==> src/rtl/multiword_csa_sequencer_pkg.sv <==
// Shared constants for the multi-limb carry-select add/sub sequencer.
// Limb width is tied to the 64-bit CSA core; FSM encoding kept as plain constants.
package multiword_csa_sequencer_pkg;

    localparam int WORD_W        = 64;
    localparam int MAX_LIMBS_DEF = 16;
    localparam int CSA_BLK_W     = 16;

    localparam logic [0:0] ST_IDLE = 1'b0;
    localparam logic [0:0] ST_RUN  = 1'b1;

    // Two's-complement overflow of a + b_eff given the MSBs of operands and sum.
    function automatic logic add_ovf(input logic a_msb, input logic b_msb, input logic s_msb);
        return (a_msb == b_msb) && (s_msb != a_msb);
    endfunction

endpackage

==> src/rtl/multiword_csa_sequencer_csa.sv <==
// 64-bit carry-select adder: each 16-bit block precomputes both carry-in cases
// and the rippling block carry only drives the selects.
module SixtyFourBitCSA_Standard
    import multiword_csa_sequencer_pkg::*;
(
    input  logic [WORD_W-1:0] A,
    input  logic [WORD_W-1:0] B,
    input  logic              C0,
    output logic [WORD_W-1:0] S,
    output logic              C_Out
);

    localparam int NBLK = WORD_W / CSA_BLK_W;

    logic [NBLK:0] blk_c;

    assign blk_c[0] = C0;

    for (genvar g = 0; g < NBLK; g++) begin : g_blk
        logic [CSA_BLK_W:0] sum0, sum1;

        assign sum0 = {1'b0, A[g*CSA_BLK_W +: CSA_BLK_W]} + {1'b0, B[g*CSA_BLK_W +: CSA_BLK_W]};
        assign sum1 = sum0 + {{CSA_BLK_W{1'b0}}, 1'b1};

        assign S[g*CSA_BLK_W +: CSA_BLK_W] = blk_c[g] ? sum1[CSA_BLK_W-1:0] : sum0[CSA_BLK_W-1:0];
        assign blk_c[g+1] = blk_c[g] ? sum1[CSA_BLK_W] : sum0[CSA_BLK_W];
    end

    assign C_Out = blk_c[NBLK];

endmodule

==> src/rtl/multiword_csa_sequencer.sv <==
// Streams N x 64-bit add/sub limbs through one CSA core, chaining the carry
// across cycles and presenting each result limb behind a valid/ready register.
module multiword_csa_sequencer
    import multiword_csa_sequencer_pkg::*;
#(
    parameter  int MAX_LIMBS = MAX_LIMBS_DEF,
    localparam int IDX_W     = (MAX_LIMBS > 1) ? $clog2(MAX_LIMBS) : 1
) (
    input  logic              clk,
    input  logic              rst,
    input  logic              In_Valid,
    output logic              In_Ready,
    input  logic              In_First,
    input  logic              In_Last,
    input  logic              Sub,
    input  logic              Cin,
    input  logic [WORD_W-1:0] A,
    input  logic [WORD_W-1:0] B,
    output logic              Out_Valid,
    input  logic              Out_Ready,
    output logic [WORD_W-1:0] S,
    output logic              Out_Last,
    output logic [IDX_W-1:0]  Out_Index,
    output logic              C_Out,
    output logic              Ovf,
    output logic              Seq_Err
);

    logic [0:0]        state_q;
    logic              carry_q;
    logic              sub_q;
    logic [IDX_W-1:0]  cnt_q;

    logic              accept;
    logic              as_first;
    logic              sub_eff;
    logic              c0;
    logic              csa_cout;
    logic              force_last;
    logic              last_eff;
    logic              err;
    logic [WORD_W-1:0] b_eff;
    logic [WORD_W-1:0] sum;
    logic [IDX_W-1:0]  idx_next;

    assign In_Ready = !Out_Valid || Out_Ready;
    assign accept   = In_Valid && In_Ready;

    // A limb arriving in IDLE starts a sequence even without In_First.
    assign as_first = In_First || (state_q == ST_IDLE);
    assign sub_eff  = as_first ? Sub : sub_q;
    assign b_eff    = sub_eff ? ~B : B;
    assign c0       = as_first ? (Cin ^ Sub) : carry_q;

    assign idx_next   = as_first ? '0 : cnt_q + 1'b1;
    assign force_last = !In_Last && (idx_next == IDX_W'(MAX_LIMBS - 1));
    assign last_eff   = In_Last || force_last;
    assign err        = (In_First && (state_q == ST_RUN))
                     || (!In_First && (state_q == ST_IDLE))
                     || force_last;

    SixtyFourBitCSA_Standard u_csa (
        .A     (A),
        .B     (b_eff),
        .C0    (c0),
        .S     (sum),
        .C_Out (csa_cout)
    );

    always_ff @(posedge clk) begin
        if (rst) begin
            state_q   <= ST_IDLE;
            carry_q   <= 1'b0;
            sub_q     <= 1'b0;
            cnt_q     <= '0;
            Out_Valid <= 1'b0;
            S         <= '0;
            Out_Last  <= 1'b0;
            Out_Index <= '0;
            C_Out     <= 1'b0;
            Ovf       <= 1'b0;
            Seq_Err   <= 1'b0;
        end else begin
            Seq_Err <= accept && err;
            if (accept) begin
                state_q   <= last_eff ? ST_IDLE : ST_RUN;
                cnt_q     <= idx_next;
                carry_q   <= csa_cout;
                if (as_first)
                    sub_q <= Sub;
                Out_Valid <= 1'b1;
                S         <= sum;
                Out_Last  <= last_eff;
                Out_Index <= idx_next;
                C_Out     <= csa_cout;
                Ovf       <= add_ovf(A[WORD_W-1], b_eff[WORD_W-1], sum[WORD_W-1]);
            end else if (Out_Ready) begin
                Out_Valid <= 1'b0;
            end
        end
    end

endmodule

==> config.mk <==
export PLATFORM = sky130hd
export DESIGN_NAME = multiword_csa_sequencer
export DESIGN_NICKNAME = d
export VERILOG_FILES = /design/src/rtl/multiword_csa_sequencer_pkg.sv /design/src/rtl/multiword_csa_sequencer_csa.sv /design/src/rtl/multiword_csa_sequencer.sv
export SDC_FILE = /design/constraint.sdc
export NUM_CORES = 1
export LEC_CHECK = 0
export ABC_CLOCK_PERIOD_IN_PS = 8200
export CORE_UTILIZATION = 49
export DETAILED_ROUTE_END_ITERATION = 16
export MAX_ROUTING_LAYER = met4
export PLACE_DENSITY = 0.8
export SLEW_MARGIN = 20
export SYNTH_ARGS = -nofsm -noshare
export SYNTH_HDL_FRONTEND = slang
export SYNTH_SLANG_ARGS = --single-unit
==> constraint.sdc <==
create_clock -name clk -period 8.2 [get_ports clk]
set_input_delay 1.23 -clock clk [delete_from_list [all_inputs] [get_ports clk]]
set_output_delay 1.23 -clock clk [all_outputs]
set_load 0.03 [all_outputs]
# --- Word-level counts from Yosys, hierarchy flattened ---
# Index checks and enable logic that the tools add are counted.
classes:
  muxes: 15
  bitwise: 3
  n_eq_ne: 3
  reduce_logical: 15
  addsub: 9
op_table:
  columns: ["op", "count"]
  rows:
  - ["16-bit by 16-bit adder with 17-bit output", 4]
  - ["17-bit by 1-bit adder with 17-bit output (second input constant)", 4]
  - ["16-bit 2-to-1 mux", 4]
  - ["64-bit 2-to-1 mux", 1]
  - ["64-bit NOT", 1]
  - ["1-bit 2-to-1 mux", 9]
  - ["1-bit logical AND", 6]
  - ["1-bit logical OR", 5]
  - ["4-bit by 1-bit adder with 4-bit output (second input constant)", 1]
  - ["4-bit equality test (second input constant)", 1]
  - ["4-bit 2-to-1 mux", 1]
  - ["1-bit zero test", 3]
  - ["2-bit nonzero test", 1]
  - ["1-bit equality test", 1]
  - ["1-bit != test", 1]
  - ["1-bit NOT", 1]
  - ["1-bit XOR", 1]
word_totals:
  word_cells: 54
  inputBits: 136
  regBits: 75

# --- Longest topological paths before layout ---
# Gate-level depths: netlist (run 1).
logic_depth:
  ltp_word: 12
  ltp_mapped: 25
  mapped_depth_nobuf: 20

# --- Cells and area by module ---
# Synthesis (run 1) repeated with hierarchy kept, for this count alone.
unflattened:
  cells_unflattened: 1025
  area_unflattened_um2: 7796.2
modules_own_cells:
  columns: ["module", "cells_each", "area_per_inst_um2", "n_inst", "seq_area_each_um2"]
  rows:
  - ["SixtyFourBitCSA_Standard", 615, 4509.3, 1, 0.0]
  - ["multiword_csa_sequencer", 410, 3286.9, 1, 1501.4]

# --- Worst setup path before layout (run 1) ---
# No wires, ideal clock.
synth_timing:
  kind: "input-to-reg"
  startpoint: "input port In_First"
  endpoint: "register S[43]"
  setup_ns: 0.133
  t_arrival_ns: 6.124
  cell_stages: 23
  t_required_ns: 8.067
  path_slack_ns: 1.944
  path_buffers: 3
  path_cell_list: "inv_1 ha_1 buf_2 mux2i_1 buf_1 clkbuf_1 xnor2_1 ha_1 inv_1 fa_1 nand3b_1 a211oi_1 o211ai_1 o21a_1 xor2_1 nor3_2 a311o_1 a21oi_1 xor2_1 or4_1 xor2_1 nand2_1 a21oi_1"
synth_via:
  elab_chain_cells: 8
  elab_cells_between_ends: 13
synth_rtl:
  columns: ["item", "line_no", "text"]
  rows:
  - ["start, declared", "multiword_csa_sequencer.sv:13", "input logic In_First,"]
  - ["1-bit logical OR (*)", "multiword_csa_sequencer.sv:50", "assign as_first = In_First || (state_q == ST_IDLE);"]
  - ["1-bit 2-to-1 mux", null, null]
  - ["64-bit 2-to-1 mux", "multiword_csa_sequencer.sv:52", "assign b_eff = sub_eff ? ~B : B;"]
  - ["16-bit by 16-bit adder with 17-bit output", "multiword_csa_sequencer_csa.sv:22", "assign sum0 = {1'b0, A[g*CSA_BLK_W +: CSA_BLK_W]} + {1'b0, B[g*CSA_BLK_W +: CSA_BLK_W]};"]
  - ["17-bit by 1-bit adder with 17-bit output", "multiword_csa_sequencer_csa.sv:23", "assign sum1 = sum0 + {{CSA_BLK_W{1'b0}}, 1'b1};"]
  - ["1-bit 2-to-1 mux (2 in series)", "multiword_csa_sequencer_csa.sv:26", "assign blk_c[g+1] = blk_c[g] ? sum1[CSA_BLK_W] : sum0[CSA_BLK_W];"]
  - ["16-bit 2-to-1 mux (*)", "multiword_csa_sequencer_csa.sv:25", "assign S[g*CSA_BLK_W +: CSA_BLK_W] = blk_c[g] ? sum1[CSA_BLK_W-1:0] : sum0[CSA_BLK_W-1:0];"]
  - ["end signal, assigned", "multiword_csa_sequencer.sv:92", "S <= sum;"]
  - ["end, declared", "multiword_csa_sequencer.sv:21", "output logic [WORD_W-1:0] S,"]
# Every way passes the cells marked *; elsewhere a longest branch is shown, timed or not.
# A chain may end at the register's enable or synchronous reset.

# --- Worst setup path after layout (run 1) ---
layout_timing:
  startpoint: "input port In_First"
  endpoint: "register S[54]"
layout_via:
  elab_chain_cells: 9
  elab_cells_between_ends: 16
layout_rtl:
  columns: ["item", "line_no"]
  rows:
  - ["1-bit logical OR (*)", "multiword_csa_sequencer.sv:50"]
  - ["1-bit 2-to-1 mux", null]
  - ["64-bit 2-to-1 mux", "multiword_csa_sequencer.sv:52"]
  - ["16-bit by 16-bit adder with 17-bit output", "multiword_csa_sequencer_csa.sv:22"]
  - ["17-bit by 1-bit adder with 17-bit output", "multiword_csa_sequencer_csa.sv:23"]
  - ["1-bit 2-to-1 mux (3 in series)", "multiword_csa_sequencer_csa.sv:26"]
  - ["16-bit 2-to-1 mux (*)", "multiword_csa_sequencer_csa.sv:25"]
# Marks and branches as above.

==> results by stage, run 1 <==
Min path:
- The worst min-delay path category is reg2reg.
- Along the worst hold path, the cell count comes to 2.

Clock tree:
- The worst-case clock buffer depth is 2.
- The total number of clock tree sinks is 75.
- The H-tree was split into 3 levels.
- The post-cts sizing count is 0.
- After clock tree synthesis, the setup repair step added 0 buffers.
- The TritonCTS buffer count is 9.
- The tree is rooted in a sky130_fd_sc_hd__clkbuf_16.
- Hold repair after CTS inserted 0 buffers.
- After clock tree synthesis, the clock-pin slew on the worst setup and hold paths is 60 ps.
- TritonCTS built the clock tree.
- The worst-skew pair later-pin latency is around 350 ps.

Layout:
- The area growth from synthesis to layout is 31.9%.
- The library cell used most frequently in the layout, excluding fill and tap cells, is sky130_fd_sc_hd__clkdlybuf4s50_1.
- The post-layout utilization of the core is 0.664.
- Leaving out fill and tap cells, the most frequent cells in the layout are sky130_fd_sc_hd__clkdlybuf4s50_1 (208), sky130_fd_sc_hd__xnor2_1 (124), sky130_fd_sc_hd__nor2_1 (120).
- The net total in the final layout is 1416.
- The share of post-route cells with drive strength above 1 is 0.0397.
- 0 antenna diodes ended up in the layout.

Global route:
- The first-pass GRT wire length is 35900 um.
- The number of antenna violations at the first check in global routing is 0.
- The largest net degree at the start of global routing is between 80 and 90.
- The via count of the first global-routing pass is 7746.
- For this run, the total global-route usage over all layers was measured as 0.274.
- After global routing the overflow that remains totals 0.

Worst setup path:
- The setup path with the least slack is of type in2reg.
- For this run, the slowest stage of the critical path takes 540 ps.
- Broken down by cell family, the worst path's largest delay share belongs to compound AO/OA/AOI/OAI gates.
- The count of buffer and inverter cells on the critical path is 4.
- The number of cells on the worst reg-to-reg path is 20.
- The cell type of the slowest stage on the worst timing path is sky130_fd_sc_hd__nor4b_2.
- The cell depth of the worst setup path is 22.
- The worst setup path is captured at a flip-flop.
- Walking the worst path, the cells encountered are clkdlybuf4s50_1, inv_1, ha_1, mux2i_4, buf_4, xnor2_1, ha_1, inv_1, fa_1, nand2b_1, a21oi_1, o21ai_1, o31a_1, a22oi_1, nand4b_1, o21ai_1, o221a_1, o2111a_2, nand2_2, nor4b_2, a21oi_1, o31a_1.
- The highest net fanout along the worst path is 13.
- STA classifies the critical path startpoint as an input port.
- The data arrival time of the critical path is between 6000 and 7000 ps.
- The required time at the worst-slack endpoint is 8430 ps.

Synthesis:
- Yosys mapped a number of flops with a built-in enable equal to 0.
- The share of the Yosys chip area taken by registers is 0.188.
- The synthesized-area fraction occupied by ao, oa, aoi and oai cells is 0.251.
- The area share of and/or/nand/nor cells after synthesis is 0.209.
- The post-synth net total is between 1k and 1.5k.
- Of the total synthesized cell area, the portion taken by full adders, half adders and majority gates is 0.123.
- During synthesis, Yosys emitted a total of 0 warnings.
- Of the post-synthesis cell area, the part taken by muxes is 0.00751.
- The xor-xnor portion of the synthesized cell area is 0.185.
- Of all flip-flops after synthesis, the portion carrying an async set or reset was 0.
- In the synthesized netlist, the number of instances is roughly 1.0k.
- The total of flip-flops plus latches after synthesis is 75.
- Synthesis instantiated 83 different standard cells from the library.
- The main combinational cell family by area after synthesis is compound AO/OA/AOI/OAI gates.
- Among all flip-flop cells after synthesis, the most frequent one is sky130_fd_sc_hd__dfxtp_1.
- A synthesized cell averages slightly below 8 um2.
- The summed instance area of the synthesized netlist is approximately 8000 um2.

Drt:
- The post-detailed-routing wire length is between 20000 and 25000 um.
- In the routed design, unresolved DRC markers number 0.
- The routed via count divided by cell count is 5.70.
- The iteration-0 DRC count of the detailed router is 504.
- The first detailed-routing pass took 7 iterations.
- For this block, the via count after detailed routing is 8127.
- In the final routed layout, each cell accounts on average for ~16 um.
- In this run the remaining antenna-violating nets after routing total 0.

Pwr:
- The switching power is between 0.0008 and 0.0009 W.
- The internal cell power is 0.00113 W.
- The power density over the cells is 186 nW/um2.
- The proportion of power drawn by the clock network is 0.205.
- Of the total power, the share spent switching nets is 0.422.
- The part of the power in registers is 0.222.
- The combinational share of power is 0.573.
- In this run the static leakage power is between 4 and 5 nW.
- The worst-case IR drop observed on VDD is ~120 uV.

Run:
- The count of max-cap constraint violations is 0.

Placed design:
- Routability-driven placement finished with a final weighted congestion of 0.948.
- The final HPWL from detailed placement is approximately 18000 um.
- Timing analysis after detailed placement gives a worst setup slack of around 1300 ps.
- The count of input and output buffers is between 200 and 250.

Floorplanning:
- The floorplan has 46 rows.
- Measured along the y axis, the die boundary spans 130 um.
- In this run the count of I/O pins placed on the die edge is 210.
- The core area is 15900 um2.
- The initial core utilization is 0.503.
- The overall die width is between 100 and 150 um.
- The die covers approximately 17000 um2.

Status:
- The run finished with clean final reports.

STA:
- The final number of hold-violating endpoints was 0.
- Setup slack on the critical path of the routed design comes to 1570 ps.
- The highest attainable clock frequency is 151 MHz.
- The final worst-path cycle share is 0.809.
- For the pin with the worst max-slew slack, the measured transition is approximately 1000 ps.
- The tightest slew margin relative to the limit is 0.324.
- The setup clock skew after layout is about 7.5 ps.
- The final count of pins violating max slew is 0.
- The smallest clock period supported by the final layout is computed as 6630 ps.
- Setup violations remaining at the end of the flow were counted as 0.
- Adding up every negative setup slack in the final design gives 0 ps.
- Setup repair after global routing left no endpoint under its margin.
[synth_stat cells (all sizes together) (12+ instances only)]
master / number / share of area
a211oi: 61 / 0.059
nor2: 120 / 0.056
nand3: 26 / 0.016
a21o: 23 / 0.022
o21ai: 32 / 0.020
ha: 72 / 0.11
nand2: 70 / 0.033
clkbuf: 32 / 0.015
a21oi: 67 / 0.042
and3: 18 / 0.014
dfxtp: 75 / 0.19
xor2: 45 / 0.049
inv: 34 / 0.016
nand4: 14 / 0.012
o211ai: 12 / 0.013
nor3: 27 / 0.018
xnor2: 124 / 0.14
[worst min-delay path: stages, from the launching register on]
cell and delay [ps]:
sky130_fd_sc_hd__dfxtp_1 310, sky130_fd_sc_hd__nand2_1 50, sky130_fd_sc_hd__a21oi_1 50
[final cells by class]
class	count	area [um2]
multi-input combinational	868	6210
fill	1400	5340
tap	216	270
clock inverter	4	50.0
timing repair buffer	216	2140
inverter	34	128
sequential	75	1500
clock buffer	12	246
[cells by family after synthesis]
logic type	Yosys count
buf+inv	77
compound gates	279
xor+xnor	169
simple gates	338
flops	75
mux	6
fa+ha+maj	76
[worst paths after layout]
kind / from / to / slack (ps)
hold reg to reg: S[21] / S[21] / 460
setup reg to reg: state_q / S[54] / 2610
hold / removal: S[21] / S[21] / 460
setup / recovery: In_First / S[54] / 1570
[stage by stage]
step	cell area [um2]	hold WS [ps]	instances	power, W
6_report	10500	459	1425	0.00196
2_1_floorplan	8000	461	1020	0.00124
4_1_cts	10500	462	1425	0.00196
3_5_place_dp	10200	452	1409	0.00156
3_3_place_gp	10200	439	1409	0.00154
5_1_grt	10500	474	1425	0.00209
[per-layer routing]
layer | GRT usage | wire length (um) | vias up
met5 | - | 0 | -
li1 | - | - | 4088
met4 | 0.0930 | 483 | 0
met1 | 0.316 | 9490 | 3759
met2 | 0.485 | 11100 | 245
met3 | 0.0377 | 1150 | 35
[sequential cells by signal (all words and copies together), names as in the netlist]
| signal | flops |
|---|---|
| Out_Valid | 1 |
| Ovf | 1 |
| S | 64 |
| Seq_Err | 1 |
| state_q | 1 |
| carry_q | 1 |
| Out_Last | 1 |
| sub_q | 1 |
| cnt_q | 4 |
[power groups by stage]
stage	Combinational (W)	Sequential, W	Clock, W
after floorplan	0.000713	0.000524	0
after global placement	0.00110	0.000443	0
after detailed placement	0.00111	0.000444	0
after CTS	0.00112	0.000437	0.000406
after global routing	0.00123	0.000441	0.000422
final	0.00112	0.000436	0.000403
Power figures use the tool's default switching activity.
==> run 2: changes to the inputs <==
--- a/config.mk
+++ b/config.mk
@@ -5,11 +5,11 @@
 export SDC_FILE = /design/constraint.sdc
 export NUM_CORES = 1
 export LEC_CHECK = 0
-export ABC_CLOCK_PERIOD_IN_PS = 8200
-export CORE_UTILIZATION = 49
+export ABC_CLOCK_PERIOD_IN_PS = 5710
+export CORE_UTILIZATION = 46
 export DETAILED_ROUTE_END_ITERATION = 16
 export MAX_ROUTING_LAYER = met4
-export PLACE_DENSITY = 0.8
+export PLACE_DENSITY = 0.79
 export SLEW_MARGIN = 20
 export SYNTH_ARGS = -nofsm -noshare
 export SYNTH_HDL_FRONTEND = slang
==> constraint.sdc (replaced) <==
create_clock -name clk -period 5.71 [get_ports clk]
set_input_delay 0.8565 -clock clk [delete_from_list [all_inputs] [get_ports clk]]
set_output_delay 0.8565 -clock clk [all_outputs]
set_load 0.03 [all_outputs]
==> results by stage, run 2 (same netlist as run 1, synthesis figures left out) <==
Clock tree:
- CTS placed an instance of sky130_fd_sc_hd__clkbuf_16 at the clock tree root.
- The worst-case clock buffer depth is 2.
- The number of buffers inserted for hold repair after clock tree synthesis is 0.
- The H-tree generated during clock tree synthesis spans 3 levels.
- After clock tree synthesis, the clock-pin slew on the worst setup and hold paths is ~70 ps.
- The worst-skew pair later-pin latency is approximately 350 ps.
- TritonCTS built the clock tree.
- Clock tree synthesis found a total of 75 sinks.
- Counting the buffers created by CTS gives 9.

STA:
- The clock period could shrink to 5390 ps.
- The final worst-path cycle share is 0.943.
- The final number of hold-violating endpoints was 0.
- For the pin with the worst max-slew slack, the measured transition is approximately 1100 ps.
- The total negative slack for setup checks is 0 ps.
- The tightest hold path in the finished design has a slack of just under 500 ps.
- The number of setup violations in the final report is 0.
- The setup clock skew after layout is between 9 and 10 ps.
- The final count of pins violating max slew is 0.
- Static timing analysis puts the maximum clock frequency at 186 MHz.
- In this run the tightest slew margin relative to its limit is 0.284.
- Setup repair after global routing left no endpoint under its margin.

Min path:
- The worst hold path was traced through 2 stages.
- The worst min-delay path category is reg2reg.
- The hold path startpoint is S[21].

Global route:
- Across every metal layer, demand over resource in global routing totals 0.285.
- The via count of the first global-routing pass is around 8.7k.
- The first global-routing pass estimated slightly above 40000 um of wire.
- The number of antenna violations at the first check in global routing is 2.
- The largest net degree at the start of global routing is 73.
- The leftover overflow at the end of global routing is 0.

Placed design:
- The post-placement cell area is between 10000 and 15000 um2.
- The final HPWL from detailed placement is 19500 um.
- The count of input and output buffers is 209.
- The final weighted congestion in routability-driven placement is about 0.9.

Floorplanning:
- The initial core utilization is 0.477.
- Pin placement for this block handled between 200 and 250 I/O pins.
- The overall die width is 134 um.
- The die is 134 um tall.
- The number of placement rows is 47.
- The die area is between 15000 and 20000 um2.
- In this run the standard cell core region covers ~17000 um2.

Drt:
- The number of nets with antenna violations after routing is 0.
- The total DRC errors in the routed layout is 0.
- The count of TritonRoute iterations in the first routing pass is 5.
- The post-detailed-routing wire length is approximately 25000 um.
- The routed via count divided by cell count is around 5.5.
- The first routing iteration left ~380 violations.
- The wire length per cell is about 16 um.
- The via count is 8899.

Layout:
- The final cell area excluding filler cells is approximately 12000 um2.
- The most common cell after layout, fill and taps aside is sky130_fd_sc_hd__clkdlybuf4s50_1.
- The register with the most flip-flops in the layout has 64 of them.
- Relative to the synthesized area, the layout overhead comes to 51.1%.
- In the final layout, the share of cells above drive strength 1 is 0.180.
- Leaving out fill and tap cells, the most frequent cells in the layout are sky130_fd_sc_hd__clkdlybuf4s50_1 (207), sky130_fd_sc_hd__buf_4 (180), sky130_fd_sc_hd__xnor2_1 (124).
- In the final layout, the registers with the most flip-flops are S: 64 flops, cnt_q: 4 flops.
- The net total in the final layout is 1593.
- Counting flops per register, the top entry is S.
- Measured on the finished design, the core utilization comes to 0.721.

Worst setup path:
- STA classifies the critical path endpoint as a flip-flop.
- Data on the critical path is required at its endpoint by 5900 ps.
- The worst setup path category is in2reg.
- In this run the critical register-to-register path is launched from state_q.
- The launch point of the worst path is Sub.
- Of all nets on the critical path, the largest fanout is 5.
- The data arrival time of the critical path is 5580 ps.
- The number of cells on the worst reg-to-reg path is 21.
- STA classifies the critical path startpoint as an input port.

Status:
- The run finished with clean final reports.

Run:
- The count of max-cap constraint violations is 0.

Pwr:
- VDD sags by at most between 150 and 200 uV.
- The leakage power total is 4.97 nW.
- The power density over the cells is about 260 nW/um2.
==> run 2: cell types whose count changed in the layout (fill, tap and decap cells not counted), moves of 3 or more <==
cell / before / now
sky130_fd_sc_hd__a211oi_1: 58 / 55
sky130_fd_sc_hd__a211oi_2: 3 / 6
sky130_fd_sc_hd__buf_4: 7 / 180
sky130_fd_sc_hd__buf_6: 0 / 3
sky130_fd_sc_hd__inv_6: 0 / 3
sky130_fd_sc_hd__nor4_1: 6 / 1
sky130_fd_sc_hd__nor4_4: 1 / 4
==> run 2: where the power goes <==
group          leakage [nW]  switching, W  internal, W
registers             0.621     0.0000433     0.000588
clock network         0.140      0.000259     0.000311
logic                  4.21       0.00103     0.000963
total                  4.97       0.00134      0.00186
==> run 2: layout make-up <==
cell class | instances | area [um2]
clock buffers | 10 | 239
repair buffers | 393 | 3500
multi-input cells | 868 | 6390
well taps | 220 | 275
clock inverters | 6 | 47.5
flip-flops and latches | 75 | 1500
inverters | 34 | 128
fillers | 1360 | 4680
diodes | 2 | 5.00
==> run 2: layer usage <==
| layer | up-vias | wire length (um) | global-route usage |
|---|---|---|---|
| met5 | - | 0 | - |
| met4 | 0 | 722 | 0.110 |
| met3 | 48 | 1050 | 0.0321 |
| met2 | 231 | 12600 | 0.494 |
| met1 | 4162 | 10900 | 0.335 |
| li1 | 4458 | - | - |
==> run 2: path summary, 6_finish.rpt <==
| kind | slack (ps) | end |
|---|---|---|
| worst min-delay path | 480 | S[21] |
| worst max-delay path | 320 | S[59] |
| worst min register to register | 480 | S[21] |
| worst max register to register | 700 | S[59] |
==> run 2: critical path: stages <==
cell and delay [ps]:
sky130_fd_sc_hd__clkdlybuf4s50_1 480, sky130_fd_sc_hd__mux2i_4 250, sky130_fd_sc_hd__xnor2_1 150, sky130_fd_sc_hd__ha_2 200, sky130_fd_sc_hd__inv_1 60, sky130_fd_sc_hd__fa_2 350
sky130_fd_sc_hd__nand3b_1 240, sky130_fd_sc_hd__a211oi_2 250, sky130_fd_sc_hd__buf_4 140, sky130_fd_sc_hd__o211ai_1 160, sky130_fd_sc_hd__o21a_1 280, sky130_fd_sc_hd__xor2_2 210
sky130_fd_sc_hd__nor3_2 260, sky130_fd_sc_hd__a311o_1 340, sky130_fd_sc_hd__a2111o_1 190, sky130_fd_sc_hd__o2111a_2 260, sky130_fd_sc_hd__nand2_4 100, sky130_fd_sc_hd__buf_6 160
sky130_fd_sc_hd__nor4_4 280, sky130_fd_sc_hd__xor2_1 230, sky130_fd_sc_hd__a211oi_1 120
==> run 2: metrics by stage <==
step                      power (W)  std cells  setup slack, ps
after global placement      0.00253       1582             -428
final                       0.00320       1608              324
after floorplan             0.00178       1020            0.847
after global routing        0.00340       1608             54.0
after CTS                   0.00314       1598             2.53
after detailed placement    0.00256       1582             -455
==> run 2: what timing repair did <==
action,in CTS,in global routing
endpoints found under the setup margin,11,39
resized for setup,2,38
setup buffers,0,9
pin swaps,0,26
==> run 3: changes to the inputs <==
--- a/config.mk
+++ b/config.mk
@@ -10,7 +10,9 @@
 export DETAILED_ROUTE_END_ITERATION = 16
 export MAX_ROUTING_LAYER = met4
 export PLACE_DENSITY = 0.79
+export SKIP_LAST_GASP = 1
 export SLEW_MARGIN = 20
 export SYNTH_ARGS = -nofsm -noshare
 export SYNTH_HDL_FRONTEND = slang
 export SYNTH_SLANG_ARGS = --single-unit
+export TNS_END_PERCENT = 1
==> results of run 3 <==
Final layout, timing and power as in run 2 (identical DEF).
